**src/rtl/fact_ctrl.sv**
```systemverilog
// Control FSM for the 32-bit factorial datapath: sequences load/multiply/decrement until compare drops.
// Optional macro FACT_ERR_CHK_EN adds an operand range check (n > MAX_N) with an ERR terminal state.
module fact_ctrl #(
  parameter int N_W   = 4,
  parameter int MAX_N = 12
) (
  input  logic           clk,
  input  logic           rst_n,
  input  logic           Go,
  input  logic [N_W-1:0] n,
  input  logic           compare,
  output logic [N_W-1:0] n_out,
  output logic           SEL,
  output logic           LD_REG,
  output logic           LD_CNT,
  output logic           CNT_EN,
  output logic           OE_EN,
  output logic           Busy,
  output logic           Done,
  output logic           Error,
  output logic [2:0]     state_dbg
);

  typedef enum logic [2:0] {
    S_IDLE  = 3'd0,
    S_INIT  = 3'd1,
    S_CHECK = 3'd2,
    S_MULT  = 3'd3,
    S_DONE  = 3'd4
`ifdef FACT_ERR_CHK_EN
    , S_ERR = 3'd5
`endif
  } state_t;

  // Handshake: Go is a level request, accepted only in IDLE; a result is released by Go going low.
  state_t         state_q, state_d;
  logic [N_W-1:0] n_out_q, n_out_d;
  logic           sel_q, sel_d;
  logic           ld_reg_q, ld_reg_d;
  logic           ld_cnt_q, ld_cnt_d;
  logic           cnt_en_q, cnt_en_d;
  logic           oe_en_q, oe_en_d;
  logic           busy_q, busy_d;
  logic           done_q, done_d;
  logic           error_q, error_d;

`ifdef FACT_ERR_CHK_EN
  localparam logic [N_W:0] MAX_N_L = MAX_N[N_W:0];
  logic n_big;
  assign n_big = ({1'b0, n} > MAX_N_L);
`endif

  always_comb begin
    state_d = state_q;
    n_out_d = n_out_q;
    case (state_q)
      S_IDLE: begin
        if (Go) begin
          n_out_d = n;
          state_d = S_INIT;
`ifdef FACT_ERR_CHK_EN
          if (n_big) state_d = S_ERR;
`endif
        end
      end
      S_INIT:  state_d = S_CHECK;
      S_CHECK: state_d = compare ? S_MULT : S_DONE;
      S_MULT:  state_d = S_CHECK;
      S_DONE:  if (!Go) state_d = S_IDLE;
`ifdef FACT_ERR_CHK_EN
      S_ERR:   if (!Go) state_d = S_IDLE;
`endif
      default: state_d = S_IDLE;
    endcase

    // Outputs are decoded from the next state so they register in step with it.
    sel_d    = 1'b0;
    ld_reg_d = 1'b0;
    ld_cnt_d = 1'b0;
    cnt_en_d = 1'b0;
    oe_en_d  = 1'b0;
    busy_d   = 1'b0;
    done_d   = 1'b0;
    error_d  = 1'b0;
    case (state_d)
      S_INIT: begin
        ld_cnt_d = 1'b1;
        ld_reg_d = 1'b1;
        busy_d   = 1'b1;
      end
      S_CHECK: busy_d = 1'b1;
      S_MULT: begin
        ld_reg_d = 1'b1;
        sel_d    = 1'b1;
        cnt_en_d = 1'b1;
        busy_d   = 1'b1;
      end
      S_DONE: begin
        done_d  = 1'b1;
        oe_en_d = 1'b1;
      end
`ifdef FACT_ERR_CHK_EN
      S_ERR: begin
        done_d  = 1'b1;
        error_d = 1'b1;
      end
`endif
      default: ;
    endcase
  end

  always_ff @(posedge clk or negedge rst_n) begin
    if (!rst_n) begin
      state_q  <= S_IDLE;
      n_out_q  <= '0;
      sel_q    <= 1'b0;
      ld_reg_q <= 1'b0;
      ld_cnt_q <= 1'b0;
      cnt_en_q <= 1'b0;
      oe_en_q  <= 1'b0;
      busy_q   <= 1'b0;
      done_q   <= 1'b0;
      error_q  <= 1'b0;
    end else begin
      state_q  <= state_d;
      n_out_q  <= n_out_d;
      sel_q    <= sel_d;
      ld_reg_q <= ld_reg_d;
      ld_cnt_q <= ld_cnt_d;
      cnt_en_q <= cnt_en_d;
      oe_en_q  <= oe_en_d;
      busy_q   <= busy_d;
      done_q   <= done_d;
      error_q  <= error_d;
    end
  end

  assign n_out     = n_out_q;
  assign SEL       = sel_q;
  assign LD_REG    = ld_reg_q;
  assign LD_CNT    = ld_cnt_q;
  assign CNT_EN    = cnt_en_q;
  assign OE_EN     = oe_en_q;
  assign Busy      = busy_q;
  assign Done      = done_q;
  assign state_dbg = state_q;
`ifdef FACT_ERR_CHK_EN
  assign Error = error_q;
`else
  logic unused_error;
  assign unused_error = error_q;
  assign Error = 1'b0;
`endif

endmodule

```
**config.mk**
```make
export PLATFORM = sky130hd
export DESIGN_NAME = fact_ctrl
export DESIGN_NICKNAME = d
export VERILOG_FILES = /design/src/rtl/fact_ctrl.sv
export SDC_FILE = /design/constraint.sdc
export NUM_CORES = 1
export LEC_CHECK = 0
export ABC_AREA = 0
export BUFFER_PORTS_ARGS = -buffer_cell sky130_fd_sc_hd__buf_2
export CELL_PAD_IN_SITES_DETAIL_PLACEMENT = 1
export CELL_PAD_IN_SITES_GLOBAL_PLACEMENT = 1
export CORE_MARGIN = 2
export CORE_UTILIZATION = 29
export DETAILED_ROUTE_END_ITERATION = 10
export GPL_TIMING_DRIVEN = 0
export PLACE_DENSITY = 0.66
export SKIP_CTS_REPAIR_TIMING = 1
export SLEW_MARGIN = 10
export SYNTH_ARGS = -nofsm -noshare
export SYNTH_HDL_FRONTEND = slang
export SYNTH_SLANG_ARGS = --single-unit
```
**constraint.sdc**
```tcl
create_clock -name clk -period 1.2 [get_ports clk]
set_input_delay 0.18 -clock clk [delete_from_list [all_inputs] [get_ports clk]]
set_output_delay 0.18 -clock clk [all_outputs]
set_load 0.05 [all_outputs]
```
==> qor.yml, run 1 <==
run_status: "finished with violations"
violations: "setup timing"
finalSetupViolCount: 6
vias_per_cell: 4.63
yosys-top-cells-count: "dfrtp_1, a21oi_1, mux2_2, buf_4, nor3_1"
first_pass_iters: 2
synth_most_common_cell: "dfrtp_1"
avgRoutedWirePerCell_um: 13.5
clock_skew_ns: 0.00727
cts_tree: "built"
rsz0062_at_grt: "yes"
crit_fanout: 5
io_pins: 23
r2r_slack_ns: -0.20
clk_pin_slew_ns: 0.08
hold_viol_final: 0
ys_warn_count: 0
cts.sinks: 12
pre_cts_slack_ns: -0.238
synth_nets: 42
port_buffers: 21
whs_endpoint: "n_out[3]"
r2r_cells: 4
min_path_cells: 2
coreArea_um2: 1510
grt.overflow.total: 0
yosys_register_bits: 12
reg2reg_from: "state_dbg[2]"
vias: 361
worst_setup_path_start_kind: "register"
final_max_slew_viol_count: 0
die_x_um: 44.2
grt_max_degree: 13
async_reset_ff_share_pct: 100
finalCritPeriodShare_pct: 117
cp.required_ns: 1.35
ys_seq_area_share_pct: 64.0
rows: 14
r2r-end: "n_out[0]"
syn_inst: 34
yosys.area.top_type: "dfrtp_1"
die_area_um2: 1960
drtAntennaViolNets: 0
cts_max_level: 1
cts_buffers: 3
fin_crit_ns: 1.40
synth_top_area_share_pct: 64.0
synth_area_leaders: "dfrtp_1, mux2_2, nor4b_4"
worstHoldStart: "n[3]"
cts-root-buf: "clkbuf_4"
drv_cap: 0
fmax_mhz: 714
cp_data_arrival_time_ns: 1.55
die_h_um: 44.2
setup_slack_ns: -0.200
hold_class: "in -> reg"
synth-edff-count: 0
drc: 0
critPathMaxStageDelay_ns: 0.42
cts_buffer_depth: 2
hpwlAfterDp_um: 769
grt_use_total_pct: 12.6
wirelength_um: 1050
antenna_cells: 0
grt_pass1_wl_um: 1680
post-route-util_pct: 46.0
placed_cell_area_um2: 607
syn2layout_area_growth_pct: 47.7
yosys_most_used_dff: "dfrtp_1"
syn_area_per_cell_um2: 13.8
antenna_found_initial: 0
initial_utilization_pct: 31.1
grt_pass1_vias: 362
drt-initial-drc-count: 1
fin_area_um2: 693
syn_area_um2: 469
drive_gt1_share_pct: 66.1
nFillCells: 176
final_net_count: 71
clock_latency_ns: 0.27
worst-setup-path-type: "reg -> reg"
endpoint_kind: "register"
place_congestion: 0.631
slowest_stage: "dfrtp_2"
synth_cell_types: 13
path_cells: "buf_8 -> nor4b_4 -> buf_6 -> mux2_4"
==> through the flow <==
stage,setup TNS [ns],instances,hold slack (ns)
after CTS,-1.12,75,-0.226
final,-0.848,78,0.137
after floorplan,-1.47,34,-0.116
after detailed placement,-0.997,71,0.0755
after global placement,-0.943,71,0.0716
after global routing,-1.08,78,0.127
==> kinds of logic (layout without fill, tap and decap cells) <==
| group | count (synthesis) | in the layout | synth area share (%) |
|---|---|---|---|
| buffers and inverters | 5 | 33 | 6.66 |
| multiplexers | 5 | 5 | 11.7 |
| other | 1 | 1 | 0.799 |
| flip-flops | 12 | 12 | 64.0 |
| AND/OR/NAND/NOR | 7 | 7 | 12.5 |
| AO/OA/AOI/OAI | 4 | 4 | 4.27 |
==> layout make-up <==
| cell class | count | area (um2) | share of cell area [%] |
|---|---|---|---|
| Buffer | 4 | 37.5 | 5.42 |
| Clock buffer | 4 | 26.3 | 3.79 |
| Inverter | 1 | 3.75 | 0.542 |
| Multi-Input combinational cell | 17 | 160 | 23.1 |
| Sequential cell | 12 | 304 | 43.9 |
| Tap cell | 16 | 20.0 | 2.89 |
| Timing Repair Buffer | 24 | 141 | 20.4 |
==> worst max-delay path, delay by kind of cell (launching register included) <==
kind | cells | cell delay, ns
multiplexers | 1 | 0.30
buffers and inverters | 2 | 0.30
flip-flops | 1 | 0.42
AND/OR/NAND/NOR | 1 | 0.27
==> how the worst max path moves through the flow <==
stage / start / slack, ns / end / cells after the start
floorplan: state_dbg[2] / -0.29 / n_out[0] / 3
global placement: state_dbg[2] / -0.23 / n_out[1] / 3
detailed placement: state_dbg[2] / -0.24 / n_out[0] / 3
CTS: state_dbg[2] / -0.26 / n_out[0] / 3
global route: state_dbg[2] / -0.24 / n_out[0] / 4
finish: state_dbg[2] / -0.20 / n_out[0] / 4
==> routing by layer <==
layer	track usage, %	vias up	wire [um]
met1	14.6	168	440
met2	18.2	22	473
met5	0	-	0
met4	10.9	0	27
li1	-	167	-
met3	4.49	4	109
==> registers in the layout, summed over array words and instances (netlist names) <==
name       cells
Done           1
Busy           1
n_out          4
LD_REG         1
LD_CNT         1
state_dbg      3
CNT_EN         1
==> placed cells by master, fill, tap and decap left out <==
cell type,netlist,layout
a21oi_2,0,2
buf_6,0,1
nand3b_1,1,1
clkbuf_1,0,1
clkbuf_4,0,4
a21oi_1,4,2
buf_4,3,6
dlygate4sd3_1,0,1
nor4b_4,1,1
buf_8,0,1
nor3_1,3,3
dfrtp_1,12,9
conb_1,1,1
mux2i_1,1,1
or3b_2,1,1
buf_2,0,18
mux2_4,0,4
dfrtp_2,0,3
inv_1,1,1
nand2_1,1,1
Power of run 1 is left out: the tool's default activity adds up to more than one toggle a clock period on the data nets, which glitch-free logic cannot reach.
==> run 2, diff against run 1 <==
--- a/config.mk
+++ b/config.mk
@@ -7,6 +7,7 @@
 export LEC_CHECK = 0
 export ABC_AREA = 0
 export BUFFER_PORTS_ARGS = -buffer_cell sky130_fd_sc_hd__buf_2
+export CAP_MARGIN = 20
 export CELL_PAD_IN_SITES_DETAIL_PLACEMENT = 1
 export CELL_PAD_IN_SITES_GLOBAL_PLACEMENT = 1
 export CORE_MARGIN = 2
==> constraint.sdc (replaced) <==
create_clock -name clk -period 1.2 [get_ports clk]
set_input_delay 0.12 -clock clk [delete_from_list [all_inputs] [get_ports clk]]
set_output_delay 0.12 -clock clk [all_outputs]
set_load 0.05 [all_outputs]
==> run 2 against run 1 <==
The flow still finishes with violations (setup timing). Critical path type unchanged. Critical path depth decreased by 1. Maximum frequency is 3.8% higher. Global-route usage is the same. Largest cell class unchanged.
==> qor.yml, run 2 (synthesis results as in run 1) <==
antenna_found_initial: 0  # unchanged
vias: 370  # was 361
syn2layout_area_growth_pct: 44.5  # was 47.7%
rsz0062_at_grt: "yes"  # unchanged
crit_fanout: 7  # was 5
die_area_um2: 1960  # unchanged
wirelength_um: 1100  # was 1050 um
cts_tree: "built"  # unchanged
cp_data_arrival_time_ns: 1.50  # was 1.55 ns
clock_skew_ns: 0.00665  # was 0.00727 ns
grt_use_total_pct: 12.6  # unchanged
run_status: "finished with violations"  # unchanged
grt_pass1_wl_um: 1680  # unchanged
final_cell_mix: "buf_2, dfrtp_1, buf_4"  # unchanged
final_net_count: 72  # was 71
setup_tns_ns: -0.572  # was -0.848 ns
fin_crit_ns: 1.35  # was 1.40 ns
violations: "setup timing"  # unchanged
setup_slack_ns: -0.149  # was -0.200 ns
grt.overflow.total: 0  # unchanged
final_max_slew_viol_count: 0  # unchanged
hold_ws_ns: 0.0763  # was 0.137 ns
finalSetupViolCount: 4  # was 6
cp.required_ns: 1.35  # about the same
port_buffers: 21  # unchanged
rows: 14  # unchanged
cts_buffer_depth: 2  # unchanged
hpwlAfterDp_um: 769  # unchanged
finalCritPeriodShare_pct: 112  # was 117%
fmax_mhz: 742  # was 714 MHz
initial_utilization_pct: 31.1  # unchanged
grt_max_degree: 13  # unchanged
first_pass_iters: 2  # unchanged
grt_pass1_vias: 362  # unchanged
nFillCells: 181  # was 176
pre_cts_slack_ns: -0.238  # unchanged
drc: 0  # unchanged
drv_cap: 0  # unchanged
cts.sinks: 12  # unchanged
drive_gt1_share_pct: 63.5  # was 66.1%
cts_max_level: 1  # unchanged
endpoint_kind: "register"  # unchanged
vias_per_cell: 4.68  # was 4.63
hold_class: "in -> reg"  # unchanged
antenna_cells: 0  # unchanged
largest_reg_flops: 4  # unchanged
coreArea_um2: 1510  # unchanged
die_x_um: 44.2  # unchanged
worst_setup_path_start_kind: "register"  # unchanged
drt-initial-drc-count: 1  # unchanged
io_pins: 23  # unchanged
die_h_um: 44.2  # unchanged
cts-root-buf: "clkbuf_4"  # unchanged
clock_latency_ns: 0.27  # about the same
avgRoutedWirePerCell_um: 14.0  # was 13.5 um
hold_viol_final: 0  # unchanged
mostFrequentLayoutCell: "buf_2"  # unchanged
cts_buffers: 3  # unchanged
drtAntennaViolNets: 0  # unchanged
place_congestion: 0.631  # unchanged
clk_pin_slew_ns: 0.08  # about the same
worst-setup-path-type: "reg -> reg"  # unchanged
## run 2: cell count changes in the layout (fill, tap and decap cells not counted), sizes merged
cell / delta
buf: +2
clkbuf: -1
## run 2: final timing paths
check,startpoint,to,slack (ns),depth (start not counted)
min,n[3],n_out[3],0.08,2
max reg2reg,state_dbg[0],n_out[0],-0.15,3
max in group asynchronous,rst_n,state_dbg[0],0.71,2
min in group asynchronous,rst_n,n_out[2],0.25,2
min reg2reg,n_out[1],n_out[1],0.52,1
max,state_dbg[0],n_out[0],-0.15,3
## run 2: final cells by class
class / instances / area, um2 / area share (%)
sequential: 12 / 304 / 44.8
multi-input combinational: 17 / 153 / 22.5
timing repair buffer: 26 / 149 / 22.0
clock buffer: 4 / 26.3 / 3.87
buffer: 3 / 22.5 / 3.32
tap: 16 / 20.0 / 2.95
inverter: 1 / 3.75 / 0.554
## run 2: per-stage QoR
stage          cells  utilization, %  instance area (um2)
2_1_floorplan     34               -                  482
3_3_place_gp      71            40.3                  607
3_5_place_dp      71            40.3                  607
4_1_cts           75            42.0                  633
5_1_grt           79            45.0                  678
6_report          79            45.0                  678
## run 2: worst max-delay path, cell delays in order (launching register included)
cell and delay, ns:
dfrtp_2 0.46, nor4b_4 0.31, buf_6 0.17, mux2_4 0.29
## run 2: routing by layer
metal,GRT usage (%),up-vias,part of all wire [%],routed length [um]
li1,-,169,-,-
met1,14.6,175,40,441
met2,18.2,22,47,523
met3,4.49,4,10,111
met4,10.9,0,2.4,27
met5,0,-,0,0
Power of run 2 is left out for the same reason.
==> run 3, diff against run 2 <==
--- a/config.mk
+++ b/config.mk
@@ -5,16 +5,18 @@
 export SDC_FILE = /design/constraint.sdc
 export NUM_CORES = 1
 export LEC_CHECK = 0
-export ABC_AREA = 0
+export ABC_AREA = 1
 export BUFFER_PORTS_ARGS = -buffer_cell sky130_fd_sc_hd__buf_2
 export CAP_MARGIN = 20
 export CELL_PAD_IN_SITES_DETAIL_PLACEMENT = 1
 export CELL_PAD_IN_SITES_GLOBAL_PLACEMENT = 1
+export CORE_ASPECT_RATIO = 1.25
 export CORE_MARGIN = 2
-export CORE_UTILIZATION = 29
+export CORE_UTILIZATION = 27
 export DETAILED_ROUTE_END_ITERATION = 10
 export GPL_TIMING_DRIVEN = 0
-export PLACE_DENSITY = 0.66
+export PLACE_DENSITY = 0.64
+export SETUP_SLACK_MARGIN = 0.15
 export SKIP_CTS_REPAIR_TIMING = 1
 export SLEW_MARGIN = 10
 export SYNTH_ARGS = -nofsm -noshare
==> run 3 against run 2 <==
Critical path depth fell by 1. Non-clock buffer count is 3 lower. Global-route usage decreased by 1.4 points. Final cell count rose by 13%. Worst setup slack improved by 0.30 ns. Critical path type is now reg -> out. Worst hold slack lost 0.019 ns. Die area increased by 7.3%. Synthesized area is 0.53% higher. Sequential cell count stayed put. The run now ends clean. Register-to-register slack better by 0.32 ns. First-iteration DRC count increased by 100%. Via count rose by 5.1%.
==> qor.yml, run 3 <==
run_status: "complete, no violations"  # was finished with violations
endpoint_kind: "primary output"  # was register
finalSetupViolCount: 0  # was 4
critPathMaxStageDelay_ns: 0.38  # was 0.46 ns
avgRoutedWirePerCell_um: 10.7  # was 14.0 um
clock_skew_ns: 0.00366  # was 0.00665 ns
io_pins: 23  # unchanged
synth_compound_area_share_pct: 2.12  # was 4.27%
setup_slack_ns: 0.155  # was -0.149 ns
synth-edff-count: 0  # unchanged
grt_pass1_vias: 370  # was 362
drive_gt1_share_pct: 49.3  # was 63.5%
rows: 16  # was 14
syn_area_um2: 472  # was 469 um2
coreArea_um2: 1600  # was 1510 um2
grt_pass1_wl_um: 1520  # was 1680 um
grt_max_degree: 13  # unchanged
antenna_cells: 0  # unchanged
hold_class: "in -> reg"  # unchanged
nFillCells: 207  # was 181
grt_use_total_pct: 11.2  # was 12.6%
ys_seq_area_share_pct: 63.7  # was 64.0%
slowest_stage: "dfrtp_1"  # was dfrtp_2
vias: 389  # was 370
hold_viol_final: 0  # unchanged
synth_top_area_share_pct: 63.7  # was 64.0%
final_cell_mix: "buf_2, nand2_1, dfrtp_1"  # was buf_2, dfrtp_1, buf_4
yosys.area.top_type: "dfrtp_1"  # unchanged
drt-initial-drc-count: 2  # was 1
vias_per_cell: 4.37  # was 4.68
synth_area_leaders: "dfrtp_1, nand2_1, nand4_1"  # was dfrtp_1, mux2_2, nor4b_4
async_reset_ff_share_pct: 100  # unchanged
wirelength_um: 951  # was 1100 um
yosys_register_bits: 12  # unchanged
die_h_um: 50.7  # was 44.2 um
clock_latency_ns: 0.27  # about the same
synth_top_family_by_area: "simple AND/OR/NAND/NOR gates"  # unchanged
pre_cts_slack_ns: 0.177  # was -0.238 ns
final_max_slew_viol_count: 0  # unchanged
cts_tree: "built"  # unchanged
worst_setup_path_start_kind: "register"  # unchanged
worst-setup-path-type: "reg -> out"  # was reg -> reg
setup_tns_ns: 0  # was -0.572 ns
clk_pin_slew_ns: 0.08  # about the same
drv_cap: 0  # unchanged
crit_fanout: 2  # was 7
syn2layout_area_growth_pct: 45.9  # was 44.5%
synthMuxAreaShare_pct: 0  # was 11.7%
synth_adder_area_share_pct: 0  # unchanged
finalCritPeriodShare_pct: 87.1  # was 112%
ys_warn_count: 0  # unchanged
synth_cell_types: 11  # was 13
final_net_count: 80  # was 72
initial_utilization_pct: 29.5  # was 31.1%
fin_crit_ns: 1.04  # was 1.35 ns
yosys-top-cells-count: "dfrtp_1, nand2_1, nand4_1"  # was dfrtp_1, a21oi_1, mux2_2, buf_4, nor3_1
drtAntennaViolNets: 0  # unchanged
path_cells: "buf_4 -> buf_6"  # was nor4b_4 -> buf_6 -> mux2_4
grt.overflow.total: 0  # unchanged
yosys.area_share.simple_pct: 25.5  # was 12.5%
cts.sinks: 12  # unchanged
cts_buffers: 3  # unchanged
synthXorXnorAreaFrac_pct: 0  # unchanged
mostFrequentLayoutCell: "buf_2"  # unchanged
die_area_um2: 2100  # was 1960 um2
fmax_mhz: 957  # was 742 MHz
drc: 0  # unchanged
cts-root-buf: "clkbuf_4"  # unchanged
first_pass_iters: 3  # was 2
yosys_most_used_dff: "dfrtp_1"  # unchanged
hpwlAfterDp_um: 733  # was 769 um
cp.required_ns: 1.08  # was 1.35 ns
cts_buffer_depth: 2  # unchanged
largest_reg_flops: 4  # unchanged
cts_max_level: 1  # unchanged
die_x_um: 41.4  # was 44.2 um
rsz0062_at_grt: "yes"  # unchanged
syn_area_per_cell_um2: 10.7  # was 13.8 um2
place_congestion: 0.707  # was 0.631
synth_nets: 52  # was 42
port_buffers: 21  # unchanged
cp_data_arrival_time_ns: 0.92  # was 1.50 ns
syn_inst: 44  # was 34
antenna_found_initial: 0  # unchanged
[run 3: changes by cell type after synthesis, sizes merged, moves of 2 or more]
| cell | change |
|---|---|
| nor3 | -3 |
| nand3 | +4 |
| nand2 | +11 |
| a21oi | -4 |
| mux2 | -4 |
| o21ai | +2 |
| nand4 | +5 |
| inv | +3 |
[run 3: final cells by class]
type | instances | area (um2) | area share [%]
well taps | 18 | 22.5 | 3.27
inverters | 4 | 15.0 | 2.18
clock buffers | 4 | 36.3 | 5.27
flip-flops and latches | 12 | 304 | 44.2
repair buffers | 23 | 150 | 21.8
multi-input cells | 25 | 134 | 19.5
plain buffers | 3 | 26.3 | 3.82
[run 3: critical path, delay by kind of cell (launching register included)]
| kind | cells | cell delay (ns) |
|---|---|---|
| buffers and inverters | 2 | 0.27 |
| DFF | 1 | 0.38 |
[run 3: final timing paths]
| kind | startpoint | end | slack, ns | depth (start not counted) |
|---|---|---|---|---|
| setup / recovery | CNT_EN | SEL | 0.16 | 2 |
| hold / removal | compare | Done | 0.06 | 2 |
| setup reg to reg | state_dbg[1] | n_out[0] | 0.17 | 4 |
| hold reg to reg | n_out[1] | n_out[1] | 0.48 | 2 |
| max in group asynchronous | rst_n | state_dbg[1] | 0.73 | 2 |
| min in group asynchronous | rst_n | n_out[1] | 0.24 | 2 |
[run 3: kinds of logic (layout without fill, tap and decap cells)]
kind of cell | count (synthesis) | count (layout)
AO/OA/AOI/OAI | 2 | 2
flip-flops | 12 | 12
buffers and inverters | 7 | 34
AND/OR/NAND/NOR | 22 | 22
other | 1 | 1
[run 3: metrics by stage]
step           instances  area [um2]  hold slack [ns]  utilization [%]
2_1_floorplan         44         475           -0.176                -
3_3_place_gp          83         603           0.0126             37.7
3_5_place_dp          83         603           0.0168             37.7
4_1_cts               87         639           -0.289             39.9
5_1_grt               89         688           0.0823             43.0
6_report              89         688           0.0577             43.0
[run 3: layer usage]
metal	part of all wire, %	track usage, %	up-vias
met4	2.8	8.06	0
met2	50	16.1	16
met3	6.2	2.65	4
li1	-	-	194
met5	0	0	-
met1	41	13.7	175
Power of run 3 is left out for the same reason.
